File: config.mk
export PLATFORM = sky130hd
export DESIGN_NAME = pfvf_rtable_lookup
export DESIGN_NICKNAME = d
export VERILOG_FILES = /design/src/rtl/pfvf_rtable_lookup.sv
export SDC_FILE = /design/constraint.sdc
export NUM_CORES = 1
export LEC_CHECK = 0
export ABC_AREA = 1
export CAP_MARGIN = 30
export CORE_ASPECT_RATIO = 1.75
export CORE_MARGIN = 8
export CORE_UTILIZATION = 24
export DETAILED_ROUTE_END_ITERATION = 6
export RECOVER_POWER = 50
export SLEW_MARGIN = 10
export SYNTH_ARGS = -nofsm -noshare
export SYNTH_HDL_FRONTEND = slang
export SYNTH_SLANG_ARGS = --single-unit
File: constraint.sdc
create_clock -name clk -period 2.6 [get_ports clk]
set_input_delay 0.52 -clock clk [delete_from_list [all_inputs] [get_ports clk]]
set_output_delay 0.52 -clock clk [all_outputs]
set_load 0.02 [all_outputs]
File: src/rtl/pfvf_rtable_lookup.sv
// pfvf_rtable_lookup
//   Two-stage routing-decision pipeline in front of the PF/VF MUX. Each request carries a
//   function ID (pf, vf, vf_active) and is matched against an elaboration-time routing table.
//   The result is the destination MUX port, or DEFAULT_PORT with a miss flag.
//
// Ports
//   clk, rst          clock, synchronous active-high reset
//   in_valid/ready    request handshake
//   in_pf/vf          requesting function; in_vf_active selects VF (1) or PF (0) request
//   in_tag            opaque sideband, returned unchanged with the result
//   out_valid/ready   result handshake
//   out_port          selected MUX port
//   out_miss          no table entry matched
//   out_tag           tag of this result
//   miss_count        saturating count of misses accepted downstream
//   miss_count_clr    clear miss_count

package pf_vf_mux_pkg;
    typedef struct packed {
        logic [2:0]  pf;
        logic [10:0] vf;
        logic        vf_active;
        logic [3:0]  pfvf_port;
    } t_pfvf_rtable_entry;
endpackage

module pfvf_rtable_lookup #(
    parameter int unsigned NUM_ENTRIES = 4,
    parameter int unsigned PF_W        = 3,
    parameter int unsigned VF_W        = 11,
    parameter int unsigned PORT_W      = 4,
    parameter int unsigned TAG_W       = 8,
    parameter logic [PORT_W-1:0] DEFAULT_PORT = '0,
    parameter pf_vf_mux_pkg::t_pfvf_rtable_entry [NUM_ENTRIES-1:0] RTABLE = '0
) (
    input  logic              clk,
    input  logic              rst,
    input  logic              in_valid,
    output logic              in_ready,
    input  logic [PF_W-1:0]   in_pf,
    input  logic [VF_W-1:0]   in_vf,
    input  logic              in_vf_active,
    input  logic [TAG_W-1:0]  in_tag,
    output logic              out_valid,
    input  logic              out_ready,
    output logic [PORT_W-1:0] out_port,
    output logic              out_miss,
    output logic [TAG_W-1:0]  out_tag,
    output logic [15:0]       miss_count,
    input  logic              miss_count_clr
);

    // Stage 1: registered request
    logic              s1_valid;
    logic [PF_W-1:0]   s1_pf;
    logic [VF_W-1:0]   s1_vf;
    logic              s1_vf_active;
    logic [TAG_W-1:0]  s1_tag;

    logic              s2_load;
    logic              s1_advance;

    logic [NUM_ENTRIES-1:0] entry_hit;
    logic [PORT_W-1:0]      lk_port;
    logic                   lk_miss;

    logic              miss_inc;
    logic [15:0]       miss_count_d;

    assign s2_load    = !out_valid || out_ready;
    assign s1_advance = s1_valid && s2_load;
    assign in_ready   = !s1_valid || s1_advance;

    // All-ones table fields act as wildcards
    always_comb begin
        entry_hit = '0;
        for (int i = 0; i < int'(NUM_ENTRIES); i++) begin
            entry_hit[i] =
                ((PF_W'(RTABLE[i].pf) == s1_pf) || (&RTABLE[i].pf)) &&
                (RTABLE[i].vf_active == s1_vf_active) &&
                (!s1_vf_active || (VF_W'(RTABLE[i].vf) == s1_vf) || (&RTABLE[i].vf));
        end
    end

    // Scan from the top so the lowest matching index is the last (winning) assignment
    always_comb begin
        lk_port = DEFAULT_PORT;
        lk_miss = 1'b1;
        for (int i = int'(NUM_ENTRIES) - 1; i >= 0; i--) begin
            if (entry_hit[i]) begin
                lk_port = PORT_W'(RTABLE[i].pfvf_port);
                lk_miss = 1'b0;
            end
        end
    end

    always_ff @(posedge clk) begin
        if (rst) begin
            s1_valid <= 1'b0;
        end else if (in_ready) begin
            s1_valid <= in_valid;
        end
    end

    // Request payload needs no reset; it is qualified by s1_valid
    always_ff @(posedge clk) begin
        if (in_valid && in_ready) begin
            s1_pf        <= in_pf;
            s1_vf        <= in_vf;
            s1_vf_active <= in_vf_active;
            s1_tag       <= in_tag;
        end
    end

    // Stage 2 drives the outputs directly; payload holds its last value once drained
    always_ff @(posedge clk) begin
        if (rst) begin
            out_valid <= 1'b0;
            out_port  <= '0;
            out_miss  <= 1'b0;
            out_tag   <= '0;
        end else if (s2_load) begin
            out_valid <= s1_valid;
            if (s1_valid) begin
                out_port <= lk_port;
                out_miss <= lk_miss;
                out_tag  <= s1_tag;
            end
        end
    end

    // Counting on the output handshake means a stalled miss is counted exactly once
    assign miss_inc = out_valid && out_ready && out_miss;

    always_comb begin
        miss_count_d = miss_count;
        if (miss_count_clr) begin
            miss_count_d = {15'd0, miss_inc};
        end else if (miss_inc && (miss_count != 16'hFFFF)) begin
            miss_count_d = miss_count + 16'd1;
        end
    end

    always_ff @(posedge clk) begin
        if (rst) begin
            miss_count <= 16'd0;
        end else begin
            miss_count <= miss_count_d;
        end
    end

endmodule

==> impl_results.md <==
- Max Clock Freq: 0.425 GHz
- Number of synthesized flops with an enable pin: 12
- Total vias in the final route: 1473
- Die height: 128 µm
- DP Area: 0.00222 mm²
- CTS tree: yes
- Status: complete, no violations
- Die width: 80.1 µm
- H-tree levels: 2
- PortBufs: 43
- Critical path launch point type: primary input
- Synthesis Warnings: 0
- Critical Path AT: 1.83 ns
- Clk sinks: 39
- DRC errors left: 0
- CTS buffer count: 5
- Mean post-synth cell area: 8.17 µm²
- Clock transition at the registers of the reported paths: 0.06 ns
- Global placement routability congestion: 0.760
- Slowest-stage cell, CP: clkdlybuf4s50_1
- Num ports: 59
- WP buf/inv: 3
- Endpoints failing hold: 0
- Synth Instances: 211
- Cell Chain, Critical Path: dlygate4sd3_1, inv_1, nand3_1, clkdlybuf4s50_1
- Most area-consuming cells after synthesis: dfxtp_1 (31%), edfxtp_1 (21%), nor2_1 (9.8%)
- Share of cells above drive strength 1: 10.4%
- P&R area growth vs syn: 36.8%
- Routed vias/inst: 4.27
- Pwr Density: 576 mW/mm²
- Fin area: 0.00236 mm²
- Most common cell in the netlist: nor2_1
- Post-synth top flop: dfxtp_1
- Seq/Total Area, Yosys: 52.2%
- Skew final: 0.00450 ns
- Fraction of registers with async set/reset: 0%
- Max-cap violations: 0
- Cell Rows: 41
- Total congestion overflow: 0
- Area leader, netlist: dfxtp_1
- Worst skew pair latency: 0.28 ns
- Nets: 287
- # diodes: 0
- Core area: 0.00708 mm²
- Final TNS setup: 0 ns
- Antenna Nets Post-Route: 0
- Crit-path max FO: 3
- CP Capture Type: output pin
- RSZ-0062 raised after global routing: false
- Max incr delay on CP: 0.62 ns
- Synthesized area: 0.00172 mm²
- Leak: 0.878 nW
- Detailed Route Iter0 Violations: 24
- Wirelength per Cell: 11.8 µm
- Hpwl dp: 3.14 mm
- Synthesized flop and latch total: 39
- Vias in the first global route: 1438
- Worst hold path type: flip-flop to flip-flop
- Initial Utilization: 24.4%
- Slew Viols, Final: 0
- Die ar.: 0.0103 mm²
- CTS resizes: 0
- DRT Pass-1 Iters: 4
- Critical Path RT: 2.08 ns
- Final Critical Period: 2.35 ns
- Tcrit/Tclk final: 90.5%
- Peak supply drop: 0.310 mV
- Final setup vio count: 0
- Top post-synthesis cells by count: nor2_1 (45), nand2_1 (41), dfxtp_1 (27), inv_1 (17), nand3_1 (13)
- CTS Buffer Depth: 2
- Critical Setup Path Class: primary input to output pin
- Hold_buf cts: 0
- Root Buffer: clkbuf_16
- Antenna violations before repair: 0
- Netlist cell types: 23
- CP top delay family: buffers and inverters
- Post-CTS Setup Inserts: 0
- First-pass GRT wire length: 6.73 mm
- Largest net degree at the start of global routing: 21
- Total track usage: 8.42%
- WL final: 4.08 mm
- Share of the synthesized area in the top cell type: 31.3%
==> layout make-up <==
type / instances / area (µm²)
inverter: 19 / 76.3
tap: 86 / 108
sequential: 39 / 901
multi-input combinational: 149 / 696
clock buffer: 5 / 125
clock inverter: 3 / 15.0
fill: 771 / 4720
timing repair buffer: 44 / 438
==> tightest hold or removal path, cell delays in order (launching register included) <==
cell and delay, ns:
dfxtp_1 0.32, nor2_1 0.04, nor2_1 0.08
==> through the flow <==
stage / worst slack [ns] / cells / hold slack [ns] / total power [mW] / util (%)
floorplan: 1.04 / 214 / 0.468 / 0.738 / -
global placement: 0.318 / 337 / 0.463 / 0.791 / 31.4
detailed placement: 0.294 / 337 / 0.472 / 0.794 / 31.4
CTS: 0.294 / 345 / 0.486 / 1.39 / 33.4
global route: 0.153 / 345 / 0.503 / 1.41 / 33.3
finish: 0.247 / 345 / 0.478 / 1.36 / 33.3
==> layout by cell type, fill, tap and decap left out, drive strengths merged, types with 10 or more instances in the layout <==
master and n:
nand2 50, a21oi 14, edfxtp 12, dfxtp 27, inv 17, nor2 50
dlygate4sd3 24, nand3 16, clkdlybuf4s50 19, o21ai 10
==> kinds of logic after synthesis <==
logic type | after synthesis | synth area share [%]
adders and majority gates | 1 | 0.726
DFF | 39 | 52.2
AOI/OAI and AO/OA | 24 | 7.40
buffers and inverters | 26 | 7.76
and+or+nand+nor | 118 | 30.6
xor gates and xnor gates | 2 | 1.02
other | 1 | 0.217
==> final timing paths <==
| kind | startpoint | end | slack [ns] | cells after the start |
|---|---|---|---|---|
| max | out_ready | in_ready | 0.25 | 4 |
| min reg2reg | out_tag[0]$_SDFFE_PP0P_ | out_tag[0]$_SDFFE_PP0P_ | 0.48 | 2 |
| min | out_tag[0]$_SDFFE_PP0P_ | out_tag[0]$_SDFFE_PP0P_ | 0.48 | 2 |
| max reg2reg | miss_count[0]$_SDFFE_PP0P_ | miss_count[1]$_SDFFE_PP0P_ | 0.87 | 8 |
==> where the power goes <==
| group | switching [mW] | total [mW] | internal, mW |
|---|---|---|---|
| Sequential | 0.00967 | 0.662 | 0.653 |
| Combinational | 0.0619 | 0.109 | 0.0468 |
| Clock | 0.237 | 0.587 | 0.350 |
| Total | 0.308 | 1.36 | 1.05 |
==> registers in the layout, indices dropped and copies added, names as in the netlist <==
signal        cells
out_tag           8
out_miss          1
s1_vf_active      1
s1_tag            8
s1_pf             3
out_valid         1
miss_count       16
s1_valid          1
==> routing by layer <==
| layer | vias up | part of all wire, % | track usage (%) |
|---|---|---|---|
| li1 | 757 | - | - |
| met1 | 675 | 39 | 8.24 |
| met2 | 36 | 51 | 14.8 |
| met3 | 5 | 6.9 | 2.39 |
| met4 | 0 | 2.9 | 5.50 |
| met5 | - | 0 | 0 |
(Power assumes the default switching activity.)
